==> src/rtl/prog_baud_gen_if.sv <==
// Control/status bundle between the config logic and the baud tick generator.
// The master drives the enable/clear/divisor-write side; the slave (the
// generator) returns the tick pulses, live counts and divisor status.
interface prog_baud_gen_if #(
  parameter int N     = 16,
  parameter int OVS_W = 4
);
  logic             i_en;
  logic             i_clr;
  logic             i_div_wr;
  logic [N-1:0]     i_div;
  logic             o_tick;
  logic             o_bit_tick;
  logic [N-1:0]     o_count;
  logic [OVS_W-1:0] o_ovs_count;
  logic             o_div_pend;
  logic             o_div_err;

  modport master (
    output i_en, i_clr, i_div_wr, i_div,
    input  o_tick, o_bit_tick, o_count, o_ovs_count, o_div_pend, o_div_err
  );

  modport slave (
    input  i_en, i_clr, i_div_wr, i_div,
    output o_tick, o_bit_tick, o_count, o_ovs_count, o_div_pend, o_div_err
  );
endinterface

==> src/rtl/prog_baud_gen.sv <==
// Runtime-programmable mod-M baud tick generator.
// A sample counter wraps every div_act cycles and emits o_tick; every OVS
// wraps an oversample counter also emits o_bit_tick. A newly written divisor
// is parked in a pending register and only takes effect on a wrap or clear,
// so the active period is never cut short or stretched mid-count.
// DIV_RST and every accepted divisor must be >= 2.
module prog_baud_gen #(
  parameter int N       = 16,
  parameter int DIV_RST = 163,
  parameter int OVS     = 16,
  parameter int OVS_W   = 4
) (
  input  logic          i_clk,
  input  logic          i_reset_n,
  prog_baud_gen_if.slave bus
);

  localparam logic [N-1:0]     CNT_ONE  = N'(1);
  localparam logic [N-1:0]     DIV_MIN  = N'(2);
  localparam logic [N-1:0]     DIV_INIT = N'(DIV_RST);
  localparam logic [OVS_W-1:0] OVS_ONE  = OVS_W'(1);
  localparam logic [OVS_W-1:0] OVS_LAST = OVS_W'(OVS - 1);

  logic [N-1:0]     cnt_reg, cnt_next;
  logic [OVS_W-1:0] ovs_reg, ovs_next;
  logic [N-1:0]     div_act_reg, div_act_next;
  logic [N-1:0]     div_pend_reg, div_pend_next;
  logic             pend_reg, pend_next;
  logic             tick_reg, tick_next;
  logic             bit_tick_reg, bit_tick_next;
  logic             err_reg, err_next;

  logic wrap;
  logic ovs_last;
  logic wr_ok;
  logic wr_bad;
  logic apply_div;

  // Wrap happens on the last count of the active period; a clear pre-empts it.
  assign wrap      = bus.i_en & ~bus.i_clr & (cnt_reg == (div_act_reg - CNT_ONE));
  assign ovs_last  = (ovs_reg == OVS_LAST);
  assign wr_ok     = bus.i_div_wr & (bus.i_div >= DIV_MIN);
  assign wr_bad    = bus.i_div_wr & ~wr_ok;
  // Only a divisor that was already pending before this edge is applied.
  assign apply_div = (wrap | bus.i_clr) & pend_reg;

  // Next-state for counters, tick pulses and the divisor registers.
  always_comb begin
    cnt_next      = cnt_reg;
    ovs_next      = ovs_reg;
    tick_next     = 1'b0;
    bit_tick_next = 1'b0;
    div_act_next  = div_act_reg;
    div_pend_next = div_pend_reg;
    pend_next     = pend_reg;
    err_next      = wr_bad;

    if (bus.i_clr) begin
      cnt_next = '0;
      ovs_next = '0;
    end else if (wrap) begin
      cnt_next      = '0;
      tick_next     = 1'b1;
      ovs_next      = ovs_last ? '0 : (ovs_reg + OVS_ONE);
      bit_tick_next = ovs_last;
    end else if (bus.i_en) begin
      cnt_next = cnt_reg + CNT_ONE;
    end

    if (apply_div) begin
      div_act_next = div_pend_reg;
      pend_next    = 1'b0;
    end

    // A fresh valid write always wins the pending slot, even on an apply cycle.
    if (wr_ok) begin
      div_pend_next = bus.i_div;
      pend_next     = 1'b1;
    end
  end

  // State registers; reset discards any pending divisor.
  always_ff @(posedge i_clk or negedge i_reset_n) begin
    if (!i_reset_n) begin
      cnt_reg      <= '0;
      ovs_reg      <= '0;
      div_act_reg  <= DIV_INIT;
      div_pend_reg <= '0;
      pend_reg     <= 1'b0;
      tick_reg     <= 1'b0;
      bit_tick_reg <= 1'b0;
      err_reg      <= 1'b0;
    end else begin
      cnt_reg      <= cnt_next;
      ovs_reg      <= ovs_next;
      div_act_reg  <= div_act_next;
      div_pend_reg <= div_pend_next;
      pend_reg     <= pend_next;
      tick_reg     <= tick_next;
      bit_tick_reg <= bit_tick_next;
      err_reg      <= err_next;
    end
  end

  assign bus.o_tick      = tick_reg;
  assign bus.o_bit_tick  = bit_tick_reg;
  assign bus.o_count     = cnt_reg;
  assign bus.o_ovs_count = ovs_reg;
  assign bus.o_div_pend  = pend_reg;
  assign bus.o_div_err   = err_reg;

endmodule

==> src/flat_wrapper.sv <==
// flat-port wrapper written by rule: the top's interface ports become plain ports
module prog_baud_gen_flat 
#(
  parameter int N       = 16,
  parameter int DIV_RST = 163,
  parameter int OVS     = 16,
  parameter int OVS_W   = 4
)
  (i_clk, i_reset_n, bus_i_en, bus_i_clr, bus_i_div_wr, bus_i_div, bus_o_tick, bus_o_bit_tick, bus_o_count, bus_o_ovs_count, bus_o_div_pend, bus_o_div_err);
  prog_baud_gen_if #(.N(N), .OVS_W(OVS_W)) bus_i ();
  input  logic i_clk;
  input  logic i_reset_n;
  input wire logic [$bits(bus_i.i_en)-1:0] bus_i_en;
  input wire logic [$bits(bus_i.i_clr)-1:0] bus_i_clr;
  input wire logic [$bits(bus_i.i_div_wr)-1:0] bus_i_div_wr;
  input wire logic [$bits(bus_i.i_div)-1:0] bus_i_div;
  output wire logic [$bits(bus_i.o_tick)-1:0] bus_o_tick;
  output wire logic [$bits(bus_i.o_bit_tick)-1:0] bus_o_bit_tick;
  output wire logic [$bits(bus_i.o_count)-1:0] bus_o_count;
  output wire logic [$bits(bus_i.o_ovs_count)-1:0] bus_o_ovs_count;
  output wire logic [$bits(bus_i.o_div_pend)-1:0] bus_o_div_pend;
  output wire logic [$bits(bus_i.o_div_err)-1:0] bus_o_div_err;
  assign bus_i.i_en = bus_i_en;
  assign bus_i.i_clr = bus_i_clr;
  assign bus_i.i_div_wr = bus_i_div_wr;
  assign bus_i.i_div = bus_i_div;
  assign bus_o_tick = bus_i.o_tick;
  assign bus_o_bit_tick = bus_i.o_bit_tick;
  assign bus_o_count = bus_i.o_count;
  assign bus_o_ovs_count = bus_i.o_ovs_count;
  assign bus_o_div_pend = bus_i.o_div_pend;
  assign bus_o_div_err = bus_i.o_div_err;
  prog_baud_gen #(.N(N), .DIV_RST(DIV_RST), .OVS(OVS), .OVS_W(OVS_W)) u_core (.i_clk(i_clk), .i_reset_n(i_reset_n), .bus(bus_i));
endmodule
==> config.mk <==
export PLATFORM = sky130hd
export DESIGN_NAME = prog_baud_gen_flat
export DESIGN_NICKNAME = d
export VERILOG_FILES = /design/src/rtl/prog_baud_gen_if.sv /design/src/rtl/prog_baud_gen.sv /design/src/flat_wrapper.sv
export SDC_FILE = /design/constraint.sdc
export NUM_CORES = 1
export LEC_CHECK = 0
export CAP_MARGIN = 30
export CORE_ASPECT_RATIO = 1.2
export CORE_MARGIN = 3
export CORE_UTILIZATION = 40
export DETAILED_ROUTE_END_ITERATION = 6
export PLACE_DENSITY = 0.61
export SYNTH_ARGS = -nofsm -noshare
export SYNTH_HDL_FRONTEND = slang
export SYNTH_SLANG_ARGS = --single-unit
==> constraint.sdc <==
create_clock -name i_clk -period 4.2 [get_ports i_clk]
set_input_delay 0.84 -clock i_clk [delete_from_list [all_inputs] [get_ports i_clk]]
set_output_delay 0.84 -clock i_clk [all_outputs]
set_load 0.005 [all_outputs]
==> run_results.csv <==
group,metric,value,unit
outcome,status,"completed",
critical_path,crit_type,"reg -> reg",
synthesis,synth_flop_cell,"dfrtp_1",
critical_path,cp-end-kind,"register",
cells_and_area,n_fill_cell,671,
cells_and_area,stdcell_area,3640,um2
floorplanning,core-area,7317,um2
critical_path,cp_max_fo,16,
power,power_frac_comb,19.5,%
clocking,cts_max_level,2,
critical_path,regToRegEndpoint,"u_core.div_act_reg[14]$_DFFE_PN0P_",
critical_path,slowest_delay,620,ps
clocking,cts_hold_buffers,0,
cells_and_area,drive_above_1_share,17.65,%
drt,antenna_left,0,
clocking,cts_tree,"built",
synthesis,ys_seq_elements,56,
clocking,cts_resized,0,
power,p_int,0.8378,mW
clocking,clock-sinks,56,
cells_and_area,areaGrowthSynthToFinish,20.11,%
critical_path,crit_chain,"or4_1, or4_1, xnor2_1, nor4_2, o21ai_4, o21ai_4, mux2_2",
floorplanning,initial_core_util,41.42,%
timing,finClkSkew,9.193,ps
grt,overflow,0,
synthesis,synthCells,278,
power,power_per_cell_area,324.4,nW/um2
timing,maxClockFrequency,0.2877,GHz
timing,whs,469.5,ps
cells_and_area,num-nets-final,346,
cells_and_area,layout_commonest_cell,"dfrtp_1",
cells_and_area,multi_input_area,1548,um2
timing,rsz0062_at_grt,"false",
synthesis,yosysWarnings,0,
timing,tightest_slew,724.6,ps
job,timing.max_cap.violations,0,
power,clkPwrFrac,25.5,%
cells_and_area,layout_common_cells,"dfrtp_1, clkdlybuf4s50_1, nor2_1",
synthesis,syn_area,3030,um2
timing,tns,0,ps
cells_and_area,ff_latch_area,1406,um2
power,seqPwrFrac,55.0,%
critical_path,critPathArrivalTime,3680,ps
synthesis,synth_seq_area_share,46.41,%
grt,grt_usage,15.13,%
synthesis,synthArstFlopShare,100.0,%
timing,fin_crit,3476,ps
floorplanning,rows,34,
clocking,clkTransAtPathRegs,100,ps
critical_path,path_delay_family,"simple AND/OR/NAND/NOR gates",
grt,grt_max_degree,37,
drt,vias_per_cell,5.344,
power,ir_drop,0.0002484,V
power,p_leak,1.470,nW
clocking,postCtsSetupBuffers,0,
synthesis,syn-num-nets,302,
critical_path,startpoint_type,"register",
timing,finalHoldViolations,0,
drt,vias,2207,
critical_path,rr_worst_depth,7,
grt,grt_pass1_vias,2127,
floorplanning,die_h,101.3,um
drt,firstDrtPassIters,4,
place,routabilityCongestion,0.8604,
clocking,ctsRootBufferMaster,"clkbuf_8",
critical_path,crit_required,4410,ps
clocking,insertion_delay,310,ps
grt,grt_pass1_wl,10450,um
floorplanning,dieArea,8660,um2
drt,routed_wl,6289,um
power,p_sw_share,29.05,%
grt,antenna_found_initial,0,
timing,slew_viol_final,0,
synthesis,avgSynthCellArea,10.90,um2
synthesis,synth_cell_types,51,
worst_hold_path,holdCritPathClass,"in -> async",
floorplanning,die_width,85.46,um
timing,maxSlewHeadroom,51.69,%
place,placed_area,3551,um2
critical_path,path_depth,7,
clocking,numCtsBuffers,5,
place,io_buffer_count,44,
drt,wl_per_cell,15.23,um
cells_and_area,diodes,0,
timing,setup_viol,0,
critical_path,r2r_slack,720,ps
synthesis,synth_edf_count,0,
drt,drc,0,
power,switchingPower,0.3430,mW
critical_path,critPathSlowestCell,"or4_1",
timing,fin_crit_sh,82.76,%
critical_path,path_buf_inv,0,
clocking,clockBufferDepth,2,
drt,initialDrtViolationCount,61,
place,dpl.hpwl,4864,um
power,finalPower,1.181,mW
floorplanning,pin_count,45,
critical_path,regToRegStartpoint,"u_core.div_act_reg[2]$_DFFE_PN0P_",
==> area by class of cell <==
cell class                      count  share of cell area, %
Sequential cell                    56                  38.64
Multi-Input combinational cell    204                  42.52
Inverter                            9                 0.9282
Tap cell                           90                  3.094
Clock buffer                        6                  1.994
Clock inverter                      2                 0.4469
Timing Repair Buffer               46                  12.38
==> cell usage after synthesis, types with 3 or more instances <==
| library cell | instances | share of area (%) |
|---|---|---|
| xnor2_1 | 19 | 5.5 |
| inv_1 | 9 | 1.1 |
| xor2_1 | 14 | 4.0 |
| mux2_4 | 10 | 5.0 |
| nor3_1 | 9 | 1.5 |
| clkbuf_1 | 7 | 0.87 |
| nand4_1 | 4 | 0.83 |
| nor4_1 | 5 | 1.0 |
| nor2b_1 | 4 | 0.83 |
| a21oi_1 | 5 | 0.83 |
| nand3_1 | 9 | 1.5 |
| nor2_1 | 26 | 3.2 |
| mux2_2 | 25 | 9.3 |
| dfstp_2 | 4 | 3.5 |
| dfrtp_1 | 52 | 43 |
| and3_1 | 4 | 0.83 |
| or4_1 | 4 | 0.99 |
| or3_1 | 3 | 0.62 |
| ha_1 | 3 | 1.2 |
| nand2_1 | 13 | 1.6 |
| o21ai_0 | 10 | 1.7 |
| nand2b_1 | 3 | 0.62 |
==> power by group through the flow <==
stage	Combinational (mW)	Sequential (mW)	Clock [mW]
floorplan	0.171	0.641	0
global placement	0.230	0.657	0
detailed placement	0.232	0.660	0
CTS	0.233	0.649	0.308
global route	0.255	0.658	0.333
finish	0.231	0.649	0.301
==> cells by family (layout without fill, tap and decap cells) <==
kind of cell	after synthesis	count (layout)	share of synthesized area, %
AO/OA/AOI/OAI	32	32	7.432
XOR/XNOR	33	33	9.538
adder cells (fa/ha/maj)	3	3	1.239
buffers and inverters	18	63	2.518
flip-flops	56	56	46.41
multiplexers	35	35	14.24
AND/OR/NAND/NOR	101	101	18.62
==> metrics by stage <==
| stage | worst slack (ps) | instances | util, % |
|---|---|---|---|
| floorplan | 1138 | 278 | - |
| global placement | 673.4 | 405 | 48.53 |
| detailed placement | 600.8 | 405 | 48.53 |
| CTS | 711.4 | 413 | 49.74 |
| global route | 576.3 | 413 | 49.74 |
| finish | 724.2 | 413 | 49.74 |
==> layer usage <==
layer / wire length (um) / up-vias / track usage (%)
li1: - / 1077 / -
met1: 2842 / 1080 / 19.38
met2: 3135 / 42 / 26.14
met3: 193 / 8 / 2.604
met4: 117 / 0 / 4.629
met5: 0 / - / 0
==> worst max-delay path by stage <==
stage	startpoint	endpoint	slack, ps
3_3_place_gp	bus_i_en	u_core.div_act_reg[14]$_DFFE_PN0P_	670
5_1_grt	u_core.div_act_reg[2]$_DFFE_PN0P_	u_core.div_act_reg[10]$_DFFE_PN0P_	580
4_1_cts	u_core.div_act_reg[2]$_DFFE_PN0P_	u_core.div_act_reg[14]$_DFFE_PN0P_	710
6_report	u_core.div_act_reg[2]$_DFFE_PN0P_	u_core.div_act_reg[14]$_DFFE_PN0P_	720
2_1_floorplan	u_core.div_act_reg[2]$_DFFE_PN0P_	u_core.div_act_reg[15]$_DFFE_PN0P_	1140
3_5_place_dp	bus_i_en	u_core.div_act_reg[14]$_DFFE_PN0P_	600
Power figures use the tool's default switching activity.
